**src/rtl/render_pkg.sv**
```systemverilog
// Shared VGA widths and scheduler state encoding for the sprite render path.
package render_pkg;
    localparam int X_W   = 9;
    localparam int Y_W   = 8;
    localparam int COL_W = 3;

    localparam logic [COL_W-1:0] COLOUR_BLACK = 3'b000;

    // Drawers need a few cycles to load coordinates before their pixels are valid.
    localparam int PLOT_START = 4;

    typedef enum logic [2:0] {
        ST_WAIT_TICK,
        ST_ERASE,
        ST_GAP_E,
        ST_GAP_D,
        ST_DRAW,
        ST_DONE
    } state_t;
endpackage

```
**src/rtl/frame_tick_gen.sv**
```systemverilog
// Free-running frame divider; tick is high for the last cycle of each frame period.
module frame_tick_gen #(
    parameter int FRAME_DIV = 833333
) (
    input  logic clk,
    input  logic reset,
    output logic tick
);
    localparam int CW = (FRAME_DIV > 1) ? $clog2(FRAME_DIV) : 1;
    localparam logic [CW-1:0] LAST = CW'(FRAME_DIV - 1);

    logic [CW-1:0] count;

    always_ff @(posedge clk) begin
        if (!reset)
            count <= '0;
        else if (count == LAST)
            count <= '0;
        else
            count <= count + CW'(1);
    end

    assign tick = (count == LAST);
endmodule

```
**src/rtl/sprite_render_scheduler.sv**
```systemverilog
// Per-frame erase-then-draw sequencer for the sprite drawers, with the
// selected drawer's pixel stream registered onto the single VGA write port.
module sprite_render_scheduler
    import render_pkg::*;
#(
    parameter int NUM_SPRITES  = 4,
    parameter int FRAME_DIV    = 833333,
    parameter int ERASE_CYCLES = 44,
    parameter int DRAW_TIMEOUT = 255
) (
    input  logic                         clk,
    input  logic                         reset,
    input  logic [X_W*NUM_SPRITES-1:0]   sprite_x,
    input  logic [Y_W*NUM_SPRITES-1:0]   sprite_y,
    input  logic [COL_W*NUM_SPRITES-1:0] sprite_colour,
    input  logic [NUM_SPRITES-1:0]       sprite_done,
    output logic [NUM_SPRITES-1:0]       draw_en,
    output logic [NUM_SPRITES-1:0]       erase_en,
    output logic [X_W-1:0]               vga_x,
    output logic [Y_W-1:0]               vga_y,
    output logic [COL_W-1:0]             vga_colour,
    output logic                         vga_plot,
    output logic                         frame_overrun,
    output logic                         timeout_err,
    output logic                         busy
);
    localparam int CNT_MAX = (ERASE_CYCLES > DRAW_TIMEOUT) ? ERASE_CYCLES : DRAW_TIMEOUT;
    localparam int CNT_W   = $clog2(CNT_MAX + 1);
    localparam int SEL_W   = (NUM_SPRITES > 1) ? $clog2(NUM_SPRITES) : 1;

    localparam logic [CNT_W-1:0] ERASE_LAST = CNT_W'(ERASE_CYCLES - 1);
    localparam logic [CNT_W-1:0] DRAW_LAST  = CNT_W'(DRAW_TIMEOUT - 1);
    localparam logic [CNT_W-1:0] PLOT_FROM  = CNT_W'(PLOT_START);
    localparam logic [SEL_W-1:0] SEL_LAST   = SEL_W'(NUM_SPRITES - 1);

    state_t           state;
    logic [CNT_W-1:0] cnt;
    logic [SEL_W-1:0] sel;
    logic             first_frame;
    logic             pending;
    logic             tick;

    logic [X_W-1:0]   mux_x;
    logic [Y_W-1:0]   mux_y;
    logic [COL_W-1:0] mux_colour;
    logic             mux_done;

    frame_tick_gen #(.FRAME_DIV(FRAME_DIV)) u_tick (
        .clk   (clk),
        .reset (reset),
        .tick  (tick)
    );

    always_comb begin
        mux_x      = sprite_x[int'(sel)*X_W +: X_W];
        mux_y      = sprite_y[int'(sel)*Y_W +: Y_W];
        mux_colour = sprite_colour[int'(sel)*COL_W +: COL_W];
        mux_done   = sprite_done[sel];
    end

    always_ff @(posedge clk) begin
        if (!reset) begin
            state         <= ST_WAIT_TICK;
            cnt           <= '0;
            sel           <= '0;
            first_frame   <= 1'b1;
            pending       <= 1'b0;
            timeout_err   <= 1'b0;
            frame_overrun <= 1'b0;
        end else begin
            // Only one tick is ever queued; a second one while queued is reported and dropped.
            frame_overrun <= tick && pending;
            if (state == ST_WAIT_TICK)
                pending <= 1'b0;
            else if (tick)
                pending <= 1'b1;

            cnt <= cnt + CNT_W'(1);
            case (state)
                ST_WAIT_TICK: if (tick || pending) begin
                    sel   <= '0;
                    cnt   <= '0;
                    state <= first_frame ? ST_DRAW : ST_ERASE;
                end
                ST_ERASE: if (cnt == ERASE_LAST) begin
                    if (sel == SEL_LAST) begin
                        sel   <= '0;
                        state <= ST_GAP_D;
                    end else begin
                        sel   <= sel + SEL_W'(1);
                        state <= ST_GAP_E;
                    end
                end
                ST_GAP_E: begin
                    cnt   <= '0;
                    state <= ST_ERASE;
                end
                ST_GAP_D: begin
                    cnt   <= '0;
                    state <= ST_DRAW;
                end
                ST_DRAW: if (mux_done || cnt == DRAW_LAST) begin
                    if (!mux_done)
                        timeout_err <= 1'b1;
                    if (sel == SEL_LAST)
                        state <= ST_DONE;
                    else begin
                        sel   <= sel + SEL_W'(1);
                        state <= ST_GAP_D;
                    end
                end
                ST_DONE: begin
                    first_frame <= 1'b0;
                    state       <= ST_WAIT_TICK;
                end
                default: state <= ST_WAIT_TICK;
            endcase
        end
    end

    always_comb begin
        draw_en  = '0;
        erase_en = '0;
        if (state == ST_DRAW)
            draw_en[sel] = 1'b1;
        if (state == ST_ERASE)
            erase_en[sel] = 1'b1;
    end

    assign busy = (state != ST_WAIT_TICK);

    // One cycle of latency lines the mux up with the drawers' registered coordinates.
    always_ff @(posedge clk) begin
        if (!reset) begin
            vga_x      <= '0;
            vga_y      <= '0;
            vga_colour <= '0;
            vga_plot   <= 1'b0;
        end else begin
            vga_plot <= 1'b0;
            if (state == ST_ERASE) begin
                vga_x      <= mux_x;
                vga_y      <= mux_y;
                vga_colour <= COLOUR_BLACK;
                vga_plot   <= (cnt >= PLOT_FROM);
            end else if (state == ST_DRAW) begin
                vga_x      <= mux_x;
                vga_y      <= mux_y;
                vga_colour <= mux_colour;
                vga_plot   <= (cnt >= PLOT_FROM) && !mux_done;
            end
        end
    end
endmodule

```
**config.mk**
```make
export PLATFORM = sky130hd
export DESIGN_NAME = sprite_render_scheduler
export DESIGN_NICKNAME = d
export VERILOG_FILES = /design/src/rtl/render_pkg.sv /design/src/rtl/frame_tick_gen.sv /design/src/rtl/sprite_render_scheduler.sv
export SDC_FILE = /design/constraint.sdc
export NUM_CORES = 1
export LEC_CHECK = 0
export ABC_AREA = 1
export BUFFER_PORTS_ARGS = -buffer_cell sky130_fd_sc_hd__buf_2
export CAP_MARGIN = 20
export CORE_ASPECT_RATIO = 0.75
export CORE_MARGIN = 5
export CORE_UTILIZATION = 45
export CTS_CLUSTER_DIAMETER = 50
export DETAILED_ROUTE_END_ITERATION = 6
export GPL_TIMING_DRIVEN = 1
export HOLD_SLACK_MARGIN = 0.1
export PLACE_DENSITY = 0.82
export SLEW_MARGIN = 20
export SYNTH_ARGS = -nofsm -noshare
export SYNTH_HDL_FRONTEND = slang
export SYNTH_SLANG_ARGS = --single-unit
export TNS_END_PERCENT = 20
```
**constraint.sdc**
```tcl
create_clock -name clk -period 3.5 [get_ports clk]
set_input_delay 0.875 -clock clk [delete_from_list [all_inputs] [get_ports clk]]
set_output_delay 0.875 -clock clk [all_outputs]
set_load 0.01 [all_outputs]
```
==> impl.org, run 1 <==
** Clock tree
- CTS placed an instance of clkbuf_8 at the clock tree root.
- Maximum buffer depth of the clock tree :: 2
- Number of cells upsized or downsized after cts :: 0
- Clk pin slew, worst setup/hold paths :: 70 ps
- Total setup buffers inserted after CTS :: 0
- TritonCTS built the clock tree.
- The clock reaches the later pin of the worst-skew pair after 350 ps.
- The H-tree was split into 3 levels.
- The clock drives 58 sinks.
- In this run, post-CTS hold repair placed 0 buffers.
- TritonCTS Buffers :: 9

** Floorplanning
- In this run the count of I/O pins placed on the die edge is 118.
- The initial utilization of the core area, before any placement, comes to 0.460.
- Row generation in the floorplan step produced 27 rows.
- The floorplan step defined a die boundary enclosing 9310 um2.
- Core Footprint :: 7300 um2
- The die is 110 um wide.
- The die is 84.8 um tall.

** Placement
- # port buffers :: 117
- HPWL Detailed :: 7160 um
- Routability-driven placement finished with a final weighted congestion of 0.910.
- Dpl cell area :: 3980 um2

** Global routing
- For this run the aggregate overflow at the end of global routing stands at 0.
- GRT Overall Usage :: 0.202
- The initial antenna violation count is 0.
- Entering global routing, the biggest net connects 45 pins.
- The first global-routing pass estimated 15200 um of wire.
- Number of global-route vias before repair :: 3485

** Synthesis
- Synthesized-area fraction occupied by ao, oa, aoi and oai cells :: 0.170
- After synthesis, the share of flip-flops with an asynchronous set or reset is 0.
- The share of synthesized area in the top cell type comes to 0.346.
- The most used flip-flop cell after synthesis is dfxtp_1.
- After synthesis, the largest family of logic cells by area is simple AND/OR/NAND/NOR gates.
- Yosys synthesis warning count :: 0
- Simple-gate area share of the yosys netlist :: 0.318
- Most frequent cells after synthesis :: 117 x nor2_1, 67 x o21ai_0, 58 x dfxtp_1
- Synthesis-stage register bit count :: 58
- Gate count after technology mapping :: 501
- Most common cell in the synthesized netlist :: nor2_1
- Post-synthesis instance area :: 3360 um2
- Number of flops mapped to enable cells by yosys :: 0
- Cell type with the largest total area after synthesis :: dfxtp_1
- When the netlist entered floorplanning its net count stood at 596.
- Sequential fraction of the synthesis area :: 0.346
- Distinct cell type count of the synthesized netlist :: 36
- Post-Synth Adder-Cell Area :: 0.0335
- Mux cell area share after synthesis :: 0
- Of the total synthesized cell area, the portion taken by XOR and XNOR cells is 0.0339.
- Dividing the synthesized area by the synthesized cell count gives 6.70 um2.
- Sorting the synthesized cells by area gives the leading types as dfxtp_1 35%, nor2_1 13%, o21ai_0 10%, nand2_1 6.4%, inv_1 5.9%.

** STA
- Hold timing on the final database bottoms out at a slack of 452 ps.
- The worst path in the final design needs a cycle of 2870 ps, including I/O delays and setup.
- Dividing the final minimum period by the clock period gives 0.819.
- Relative slew slack :: 0.533
- Final setup viols :: 0
- RSZ-0062 raised after global routing :: no
- Setup total negative slack on the finished layout was measured at 0 ps.
- Endpoints failing hold :: 0
- Total count of max-transition violations in the final report :: 0
- At the pin with the least slew margin, the transition time is 699 ps.
- On the final layout, the worst clock skew is 10.4 ps.
- Timing would allow up to 349 MHz.

** Setup path
- The endpoint identified for the worst register-to-register timing path is state[0]$_SDFFE_PN0P_.
- For the worst setup path, the data arrival time is 1990 ps.
- Along the worst path, the maximum fanout reaches 44.
- CP max stage delay :: 670 ps
- The setup path with the least slack is of type flop to primary output.
- Launching element type of the critical path :: flop
- Reg-to-reg setup timing slack :: 1330 ps
- Counting cells, the worst reg-to-reg path comes to 11.
- The number of buffers and inverters on the critical path is 3.
- Crit path capture type :: primary output
- The signal on the critical path passes through inv_2, ha_1, inv_1, nor2_1, buf_2.
- Cell with the largest stage delay on the worst path :: dfxtp_1
- The startpoint identified for the worst register-to-register timing path is sel[0]$_SDFFE_PN0P_.
- On the critical path the largest part of the delay comes from flip-flops.
- For the worst setup path, the data required time is 2620 ps.

** Detailed routing
- For this block, the initial DRC count from the detailed router was 165.
- Iteration count of the initial detailed-routing pass :: 4
- Wirelength per Cell :: 12.8 um
- For this block, the routed nets add up to 9190 um of wire.
- Number of nets with antenna violations after routing :: 0
- Drt drc :: 0
- Vias :: 3588
- Vias per Instance :: 5.00

** Power and ir drop
- Pwr Density :: 562 nW/um2
- Peak VDD IR :: 0.321 mV
- Summed over all cells, the static leakage comes to 1.94 nW.

** Layout
- Number of antenna cells inserted :: 0
- Number of nets in the finished design :: 706
- The finished cells cover 4160 um2.
- In the final layout, the multi-input gates occupy 1870 um2.
- Fillcell total :: 720
- Share of layout cells above drive strength 1 :: 0.266
- In the final layout, flip-flops and latches occupy 1160 um2.
- Relative area change from synthesis to final layout :: 23.9%

** Worst hold path
- Startpoint of the most critical hold path :: pending$_SDFFE_PP0P_
- Class of the most critical hold timing path :: flop to flop
- The path with the worst hold slack has its endpoint at frame_overrun$_SDFF_PN0_.
- Counting instances, the worst hold path has a depth of 2.

** Flow run
- Max-capacitance violation count :: 0

** Outcome
- The run finished with clean final reports.
==> power breakdown <==
group | leakage, nW | switching (mW) | internal, mW
Combinational | 1.38 | 0.614 | 0.332
Sequential | 0.472 | 0.0743 | 0.759
Clock | 0.0847 | 0.283 | 0.275
Total | 1.94 | 0.972 | 1.37
==> layout make-up <==
type | count | area share
Multi-Input combinational cell | 363 | 0.448
Sequential cell | 58 | 0.279
Inverter | 60 | 0.0547
Clock buffer | 10 | 0.0331
Tap cell | 101 | 0.0304
Timing Repair Buffer | 119 | 0.144
Clock inverter | 6 | 0.00992
==> registers in the layout, summed over array words and instances (netlist names) <==
signal,flops
cnt,8
first_frame,1
frame_overrun,1
pending,1
sel,2
state,3
timeout_err,1
u_tick.count,20
vga_colour,3
vga_plot,1
vga_x,9
vga_y,8
==> worst reg2reg max path, cell delays in order (launching register included) <==
cell,delay (ps)
dfxtp_1,670
inv_2,390
nand2_1,140
nand3_1,80
nand2_1,180
nand3_2,100
nand2_1,130
inv_1,90
nand2_2,90
nand2_1,70
nand2_1,60
nor2_1,50
==> metal layers <==
metal | routed length, um | vias up | global-route usage
met2 | 4590 | 115 | 0.334
met5 | 0 | - | 0
met4 | 162 | 0 | 0.0827
li1 | - | 1842 | -
met1 | 3830 | 1614 | 0.247
met3 | 613 | 17 | 0.0561
==> how the worst max path moves through the flow <==
stage / depth (start not counted) / start / endpoint
floorplan: 6 / sel[0]$_SDFFE_PN0P_ / draw_en[0]
global placement: 6 / sel[1]$_SDFFE_PN0P_ / draw_en[0]
detailed placement: 5 / sel[0]$_SDFFE_PN0P_ / erase_en[0]
CTS: 5 / sel[0]$_SDFFE_PN0P_ / erase_en[0]
global route: 6 / sel[1]$_SDFFE_PN0P_ / draw_en[1]
finish: 5 / sel[0]$_SDFFE_PN0P_ / erase_en[0]
==> layout by cell type (no fill, tap or decap), types with 3 or more instances in the layout <==
cell        Yosys  final
inv_2           6      6
ha_1            9      9
nor2_1        117    117
o21ai_0        67     67
nand4_1         6      6
nand2_1        57     57
a31oi_1        18     18
nand3_1        18     18
nor3_1          9      9
a21oi_1        17     17
clkbuf_8        0     10
nand2_2         4      4
nand3_2         3      3
dfxtp_1        58     58
nor3_2          5      5
buf_2           7    117
nor2_2          3      3
o22ai_1         3      3
inv_1          53     53
clkinvlp_4      0      3
xor2_1         10     10
xnor2_1         3      3
==> per-stage QoR <==
| step | utilization | setup WS [ps] | total power [mW] | std cells |
|---|---|---|---|---|
| floorplan | - | 1430 | 1.54 | 501 |
| global placement | 0.546 | 1100 | 1.75 | 701 |
| detailed placement | 0.546 | 1030 | 1.78 | 701 |
| CTS | 0.570 | 622 | 2.35 | 717 |
| global route | 0.570 | 465 | 2.53 | 717 |
| finish | 0.570 | 634 | 2.34 | 717 |
==> kinds of logic (layout without fill, tap and decap cells) <==
group,Yosys count,count (layout)
adders and majority gates,9,9
xor gates and xnor gates,13,13
and+or+nand+nor,233,233
buffers and inverters,80,195
AOI/OAI and AO/OA,108,108
DFF,58,58
No activity file was read; power rests on OpenSTA's default activity.
==> run 2, diff against run 1 <==
--- a/config.mk
+++ b/config.mk
@@ -5,17 +5,17 @@
 export SDC_FILE = /design/constraint.sdc
 export NUM_CORES = 1
 export LEC_CHECK = 0
-export ABC_AREA = 1
+export ABC_AREA = 0
 export BUFFER_PORTS_ARGS = -buffer_cell sky130_fd_sc_hd__buf_2
 export CAP_MARGIN = 20
 export CORE_ASPECT_RATIO = 0.75
 export CORE_MARGIN = 5
-export CORE_UTILIZATION = 45
+export CORE_UTILIZATION = 44
 export CTS_CLUSTER_DIAMETER = 50
 export DETAILED_ROUTE_END_ITERATION = 6
 export GPL_TIMING_DRIVEN = 1
 export HOLD_SLACK_MARGIN = 0.1
-export PLACE_DENSITY = 0.82
+export PLACE_DENSITY = 0.85
 export SLEW_MARGIN = 20
 export SYNTH_ARGS = -nofsm -noshare
 export SYNTH_HDL_FRONTEND = slang
==> constraint.sdc (replaced) <==
create_clock -name clk -period 2.6 [get_ports clk]
set_input_delay 0.65 -clock clk [delete_from_list [all_inputs] [get_ports clk]]
set_output_delay 0.65 -clock clk [all_outputs]
set_load 0.01 [all_outputs]
==> run 2 against run 1 <==
  * Sequential cell count is the same
  * Non-clock buffer count is 4 higher
  * Die area is 4.7% lower
  * Sequential share of layout area grew 1.2 points
  * Register-to-register slack lost 800 ps
  * Critical path type unchanged
==> impl.org, run 2 <==
** Flow run
- Max-capacitance violation count :: 0 (unchanged)

** Layout
- Number of antenna cells inserted :: 0 (unchanged)
- Relative area change from synthesis to final layout :: 28.6%
- More flip-flops sit in one register than any other, and that register is u_tick.count.
- Leaving out fill and tap cells, the most frequent cells in the layout are 117 x buf_2, 61 x nand2_1, 57 x dfxtp_1, 46 x nor2_1, 24 x a21oi_1.
- Largest registers ranked by flip-flop count :: u_tick.count: 20 flops, vga_x: 9 flops
- Largest register FFs :: 20 (unchanged)
- The library cell used most frequently in the layout, excluding fill and tap cells, is buf_2.
- Share of layout cells above drive strength 1 :: 0.360 (+0.0937)
- Fillcell total :: 620 (-14%)
- Number of nets in the finished design :: 554 (-22%)

** Global routing
- The aggregate global-route resource usage is 0.178 (-0.0244).
- Pin count of the biggest net entering global routing :: 22 (-51%)
- Initial antenna violation count :: 0 (unchanged)
- First-pass GRT wire length :: 12800 um (-15%)
- The total congestion overflow came to 0 (unchanged).
- The number of global-route vias before repair came to 2767 (-21%).

** Synthesis
- Cell type with the largest total area after synthesis :: dfxtp_1
- Number of flops mapped to enable cells by yosys :: 0 (unchanged)
- Yosys synthesis warning count :: 0 (unchanged)
- Post-synthesis instance area :: 3110 um2 (-7.3%)
- The count of unique library cells instantiated by Yosys came to 42 (+17%).
- The post-synthesis net count was 435 (-27%).
- Among all flip-flop cells after synthesis, the most frequent one is dfxtp_1.
- Ranked by total cell area, the synthesized netlist is headed by dfxtp_1 37%, mux4_2 15%, nand2_1 7.4%, xnor2_1 5.6%, nor2_1 5.6%.
- The number of flip-flops and latches in the synthesized netlist was 58 (unchanged).
- Most common cell in the synthesized netlist :: nand2_1
- The sequential fraction of the synthesis area was 0.373 (+0.0274).
- Yosys top cell area share :: 0.373 (+0.0274)
- The post-synthesis cell count came to 340 (-32%).
- Most frequent cells after synthesis :: 61 x nand2_1, 58 x dfxtp_1, 46 x nor2_1
- Post-Synthesis Mean Instance Area :: 9.15 um2 (+37%)
- Fraction of registers with async set/reset :: 0 (unchanged)

** Clock tree
- Total setup buffers inserted after CTS :: 0 (unchanged)
- The CTS buffer count is 9 (unchanged).
- The clock insertion delay at the later pin of the skew report came to 340 ps (about the same).
- Clock tree root buffer cell :: clkbuf_8
- Maximum buffer depth of the clock tree :: 2 (unchanged)
- Number of cells upsized or downsized after cts :: 0 (unchanged)
- The H-tree depth is 3 (unchanged).
- Clock tree from TritonCTS :: done
- Clk sink count :: 58 (unchanged)
- Count of hold buffers inserted by post-cts repair :: 0 (unchanged)
- Clk pin slew, worst setup/hold paths :: 70 ps (about the same)

** STA
- Worst hold margin :: 447 ps (-4.22 ps)
- Setup_tns :: 0 ps (unchanged)
- RSZ-0062 raised after global routing :: no
- Dividing the final minimum period by the clock period gives 0.909.
- Clock skew after layout :: 9.77 ps (-0.661 ps)
- The number of hold violations in the final report is 0 (unchanged).
- The number of slew-limit violations in the final report came to 0 (unchanged).
- Peak Freq :: 423 MHz
- The final setup violation count came to 0 (unchanged).
- The worst-margin pin slew is 723 ps (+23.2 ps).
- The clock period could shrink to 2360 ps.
- Relative slew slack :: 0.518 (-0.0155)

** Setup path
- The worst path arrival time was 1710 ps (-280 ps).
- Crit path capture type :: primary output
- The worst-case reg-to-reg path depth is 5 (-6).
- Launching element type of the critical path :: flop
- The critical path in this run is classified as flop to primary output.
- The maximum net fanout on the critical path was 13 (-70%).
- Required time of the worst setup path :: 1950 ps (-670 ps)

** Power and ir drop
- Pwr Density :: 486 nW/um2 (-14%)
- Leakage power :: 1.61 nW (-17%)
- Overall power after layout :: 1.94 mW (-17%)
- The maximum vdd ir drop came to 0.232 mV (-28%).

** Floorplanning
- Die width :: 107 um (-2.4%)
- The initial standard-cell utilization of the core was 0.455 (-0.00474).
- Chip height :: 82.8 um (-2.3%)
- Core Footprint :: 6830 um2 (-6.4%)
- Number of top-level design ports :: 118 (unchanged)
- Row count :: 26 (-3.7%)
- The full die area came to 8870 um2 (-4.7%).

** Detailed routing
- Vias :: 2878 (-20%)
- Wirelength per Cell :: 14.3 um (+12%)
- The number of violations reported at the end of detailed-routing iteration 0 was 98 (-41%).
- Drt drc :: 0 (unchanged)
- The number of nets with antenna violations after routing is 0 (unchanged).
- The via count normalized by instance count was 5.25 (+4.9%).
- Post-Route WL :: 7850 um (-15%)
- The count of TritonRoute iterations in the first routing pass was 5 (+1).

** Worst hold path
- The path class of the tightest hold or removal check is flop to flop.
- Number of stages on the worst hold path :: 2 (unchanged)

** Placement
- The global placer's final weighted congestion came to 0.827 (-9.1%).
- HPWL Detailed :: 6190 um (-14%)
- The number of buffers added on ports was 117 (unchanged).

** Outcome
- Result of the run :: complete, no violations
[run 2: where the power goes]
| part | internal (mW) | total (mW) | switching (mW) |
|---|---|---|---|
| Clock | 0.562 | 0.915 | 0.353 |
| Combinational | 0.0764 | 0.122 | 0.0457 |
| Sequential | 0.896 | 0.906 | 0.00960 |
| Total | 1.54 | 1.94 | 0.408 |
[run 2: final cells by class]
type                    count  area (um2)  area share
clock buffers              11         141      0.0354
repair buffers            123         631       0.158
flip-flops and latches     58        1160       0.291
well taps                  84         105      0.0263
multi-input cells         256        1840       0.460
clock inverters             5        77.6      0.0194
inverters                  11        41.3      0.0103
[run 2: layer usage]
layer	global-route usage	wire length (um)
met2	0.294	3920
met1	0.220	3270
met5	0	0
met3	0.0543	544
met4	0.0604	115
[run 2: path summary, 6_finish.rpt]
kind                                     from                  endpoint  slack, ps
setup reg to reg  u_tick.count[15]$_SDFF_PP0_         cnt[4]$_SDFF_PN0_        530
hold / removal           pending$_SDFFE_PP0P_  frame_overrun$_SDFF_PN0_        450
setup / recovery        state[0]$_SDFFE_PN0P_               erase_en[3]        240
hold reg to reg          pending$_SDFFE_PP0P_  frame_overrun$_SDFF_PN0_        450
[run 2: stage by stage]
step                instance area (um2)  utilization  setup WS (ps)  cells
floorplan                          3110            -            598    340
global route                       4000        0.585            118    548
global placement                   3780        0.553            481    532
finish                             4000        0.585            238    548
detailed placement                 3780        0.553            428    532
CTS                                4000        0.585            225    548
[run 2: cells by family (layout without fill, tap and decap cells)]
logic type | count (synthesis) | in the layout | share of synthesized area
flip-flops | 58 | 58 | 0.373
buffers and inverters | 26 | 150 | 0.0350
AO/OA/AOI/OAI | 36 | 36 | 0.0805
XOR/XNOR | 24 | 24 | 0.0676
AND/OR/NAND/NOR | 164 | 164 | 0.249
adder cells (fa/ha/maj) | 9 | 9 | 0.0362
multiplexers | 23 | 23 | 0.158
[run 2: worst max-delay path: stages (launching register included)]
cell,delay (ps)
dfxtp_1,600
or3b_1,500
nor2_1,120
buf_2,160
==> run 3, diff against run 2 <==
--- a/config.mk
+++ b/config.mk
@@ -8,7 +8,6 @@
 export ABC_AREA = 0
 export BUFFER_PORTS_ARGS = -buffer_cell sky130_fd_sc_hd__buf_2
 export CAP_MARGIN = 20
-export CORE_ASPECT_RATIO = 0.75
 export CORE_MARGIN = 5
 export CORE_UTILIZATION = 44
 export CTS_CLUSTER_DIAMETER = 50
==> run 3 against run 2 <==
  * Core utilization shrank 0.29 points
  * Sequential cell count unchanged
  * Fmax increased by 1.5%
  * Clock power fell by 13%
  * Clock skew shrank 4.3 ps
  * Count of clock-buffer cells in the layout is 1 higher
  * Largest power group is now sequential cells
==> impl.org, run 3 (synthesis gave the netlist of run 2 again) <==
** Worst hold path
- Class of the most critical hold timing path :: flop to flop

** Power and ir drop
- Pwr Density :: 459 nW/um2 (-5.6%)
- Leakage power :: 1.59 nW (-0.85%)
- Peak VDD IR :: 0.225 mV (-2.9%)
- The total power came to 1.82 mW (-6.1%).

** Clock tree
- Clk sink count :: 58 (unchanged)
- The CTS buffer count was 9 (unchanged).
- TritonCTS built the clock tree.
- Clk pin slew, worst setup/hold paths :: 60 ps (about the same)
- Maximum buffer depth of the clock tree :: 2 (unchanged)
- The count of buffers added by post-CTS timing repair for setup was 0 (unchanged).
- The root buffer cell chosen for the clock tree is clkbuf_8.
- Count of hold buffers inserted by post-cts repair :: 0 (unchanged)
- The H-tree depth came to 3 (unchanged).
- The number of gates resized after cts was 0 (unchanged).
- Clock latency on the worst-skew pair :: 330 ps (about the same)

** Setup path
- STA classifies the critical path endpoint as a primary output.
- Cell with the largest stage delay on the worst path :: dfxtp_1
- CP max stage delay :: 590 ps (about the same)
- The maximum net fanout on the critical path is 13 (unchanged).
- The critical path is of the flop to primary output type.
- Launching element type of the critical path :: flop
- Top cell family by delay on the critical path :: simple AND/OR/NAND/NOR gates
- Critical path cell sequence :: or3b_1, nor2_1, buf_2
- The worst path arrival time was 1680 ps (-30 ps).
- Required time of the worst setup path :: 1950 ps (about the same)
- The number of buffer and inverter stages on the critical path is 1 (unchanged).

** STA
- The final critical delay including setup and external delays came to 2330 ps (-35.1 ps).
- The number of hold violations in the final report came to 0 (unchanged).
- Relative slew slack :: 0.530 (+0.0127)
- The aggregate negative setup slack is 0 ps (unchanged).
- The top achievable clock speed came to 430 MHz (+1.5%).
- The worst-margin pin slew is 704 ps (-19.1 ps).
- The final setup violation count came to 0 (unchanged).
- Part of the cycle the worst path needs :: 0.895 (-0.0135)
- Clock skew after layout :: 5.50 ps (-4.27 ps)
- RSZ-0062 raised after global routing :: no
- The number of slew-limit violations in the final report is 0 (unchanged).

** Floorplanning
- The placeable core region is 6830 um2 (unchanged).
- The floorplan die width is 94.1 um (-12%).
- Effective utilization at floorplan :: 0.455 (unchanged)
- The y dimension of the die came to 94.1 um (+14%).
- The number of core rows was 30 (+15%).
- Die area :: 8850 um2 (-0.19%)
- The number of primary I/O pins was 118 (unchanged).

** Layout
- The register with the most flip-flops in the final layout is u_tick.count.
- Commonest cells after routing, fill and taps aside :: 117 x buf_2, 61 x nand2_1, 58 x dfxtp_1, 46 x nor2_1, 24 x a21oi_1
- In the final layout, the registers with the most flip-flops are u_tick.count: 20 flops, vga_x: 9 flops.
- The final design instance area without fill is 3980 um2 (-0.50%).
- The antenna diode instance count was 0 (unchanged).
- Most common cell after layout, fill and taps aside :: buf_2
- The number of nets in the final layout is 554 (unchanged).
- The number of flip-flops under the largest register name was 20 (unchanged).
- The utilization of the core after routing came to 0.582 (-0.00293).
- The proportion of layout cells with a drive suffix above 1 was 0.354 (-0.00570).
- Relative area change from synthesis to final layout :: 27.9%

** Detailed routing
- The DRC violation count after routing came to 0 (unchanged).
- Number of nets with antenna violations after routing :: 0 (unchanged)
- Vias :: 2942 (+2.2%)
- Vias per Instance :: 5.26 (+0.21%)
- The routed wire length is 8030 um (+2.3%).
- Wirelength per Cell :: 14.4 um (+0.30%)
- Iteration count of the initial detailed-routing pass :: 4 (-1)
- The number of violations reported at the end of detailed-routing iteration 0 came to 124 (+27%).

** Global routing
- The aggregate global-route resource usage came to 0.194 (+0.0161).
- The initial antenna violation count was 0 (unchanged).
- Number of global-route vias before repair :: 3061 (+11%)
- Pin count of the biggest net entering global routing :: 22 (unchanged)
- The total congestion overflow came to 0 (unchanged).
- The global-route wire length before repair came to 13500 um (+5.3%).

** Placement
- The placed wire-length estimate after detailed placement is 6230 um (+0.65%).
- The global placer's final weighted congestion was 0.862 (+4.3%).
- The total placed instance area came to 3790 um2 (+0.36%).
- The number of buffers added on ports is 117 (unchanged).

** Flow run
- The count of max-cap constraint violations is 0 (unchanged).

** Outcome
- The flow ran to the end, and the final reports show no timing, DRC or antenna violations.
## run 3: changes by cell type in the layout (fill, tap and decap cells not counted)
cell,change
bufinv_16,-1
clkbuf_1,+1
clkinvlp_4,-1
dfxtp_1,+1
dfxtp_2,-1
## run 3: final timing paths
check,startpoint,to,slack [ps],cells past startpoint
max,state[0]$_SDFFE_PN0P_,erase_en[3],270,3
min,vga_x[1]$_SDFFE_PN0P_,vga_x[1]$_SDFFE_PN0P_,450,2
max reg2reg,u_tick.count[15]$_SDFF_PP0_,sel[0]$_SDFFE_PN0P_,550,5
min reg2reg,vga_x[1]$_SDFFE_PN0P_,vga_x[1]$_SDFFE_PN0P_,450,2
## run 3: area by class of cell
class	count	area [um2]
clock buffer	12	145
clock inverter	3	40.0
fill	603	2850
inverter	11	41.3
multi-input combinational	256	1840
sequential	58	1160
tap	96	120
timing repair buffer	123	631
## run 3: power by group
group          switching, mW  total [mW]  leakage, nW  internal, mW
Sequential           0.00979       0.906        0.468         0.897
Clock                  0.334       0.795       0.0962         0.461
Combinational         0.0468       0.123         1.03        0.0766
Total                  0.391        1.82         1.59          1.43
## run 3: metrics by stage
stage	hold slack, ps	instances	setup WS, ps
2_1_floorplan	423	340	598
3_3_place_gp	440	544	469
3_5_place_dp	448	544	433
4_1_cts	457	559	275
5_1_grt	470	559	154
6_report	453	559	273
## run 3: routing by layer
layer	up-vias	wire length, um	global-route usage
met5	-	0	0
met4	0	207	0.0878
met3	22	597	0.0737
met2	121	4070	0.328
met1	1380	3160	0.215
li1	1419	-	-
## run 3: worst min-delay path, stage by stage, from the launching register on
cell and delay, ps:
dfxtp_1 310, nand2_1 50, a21oi_1 50
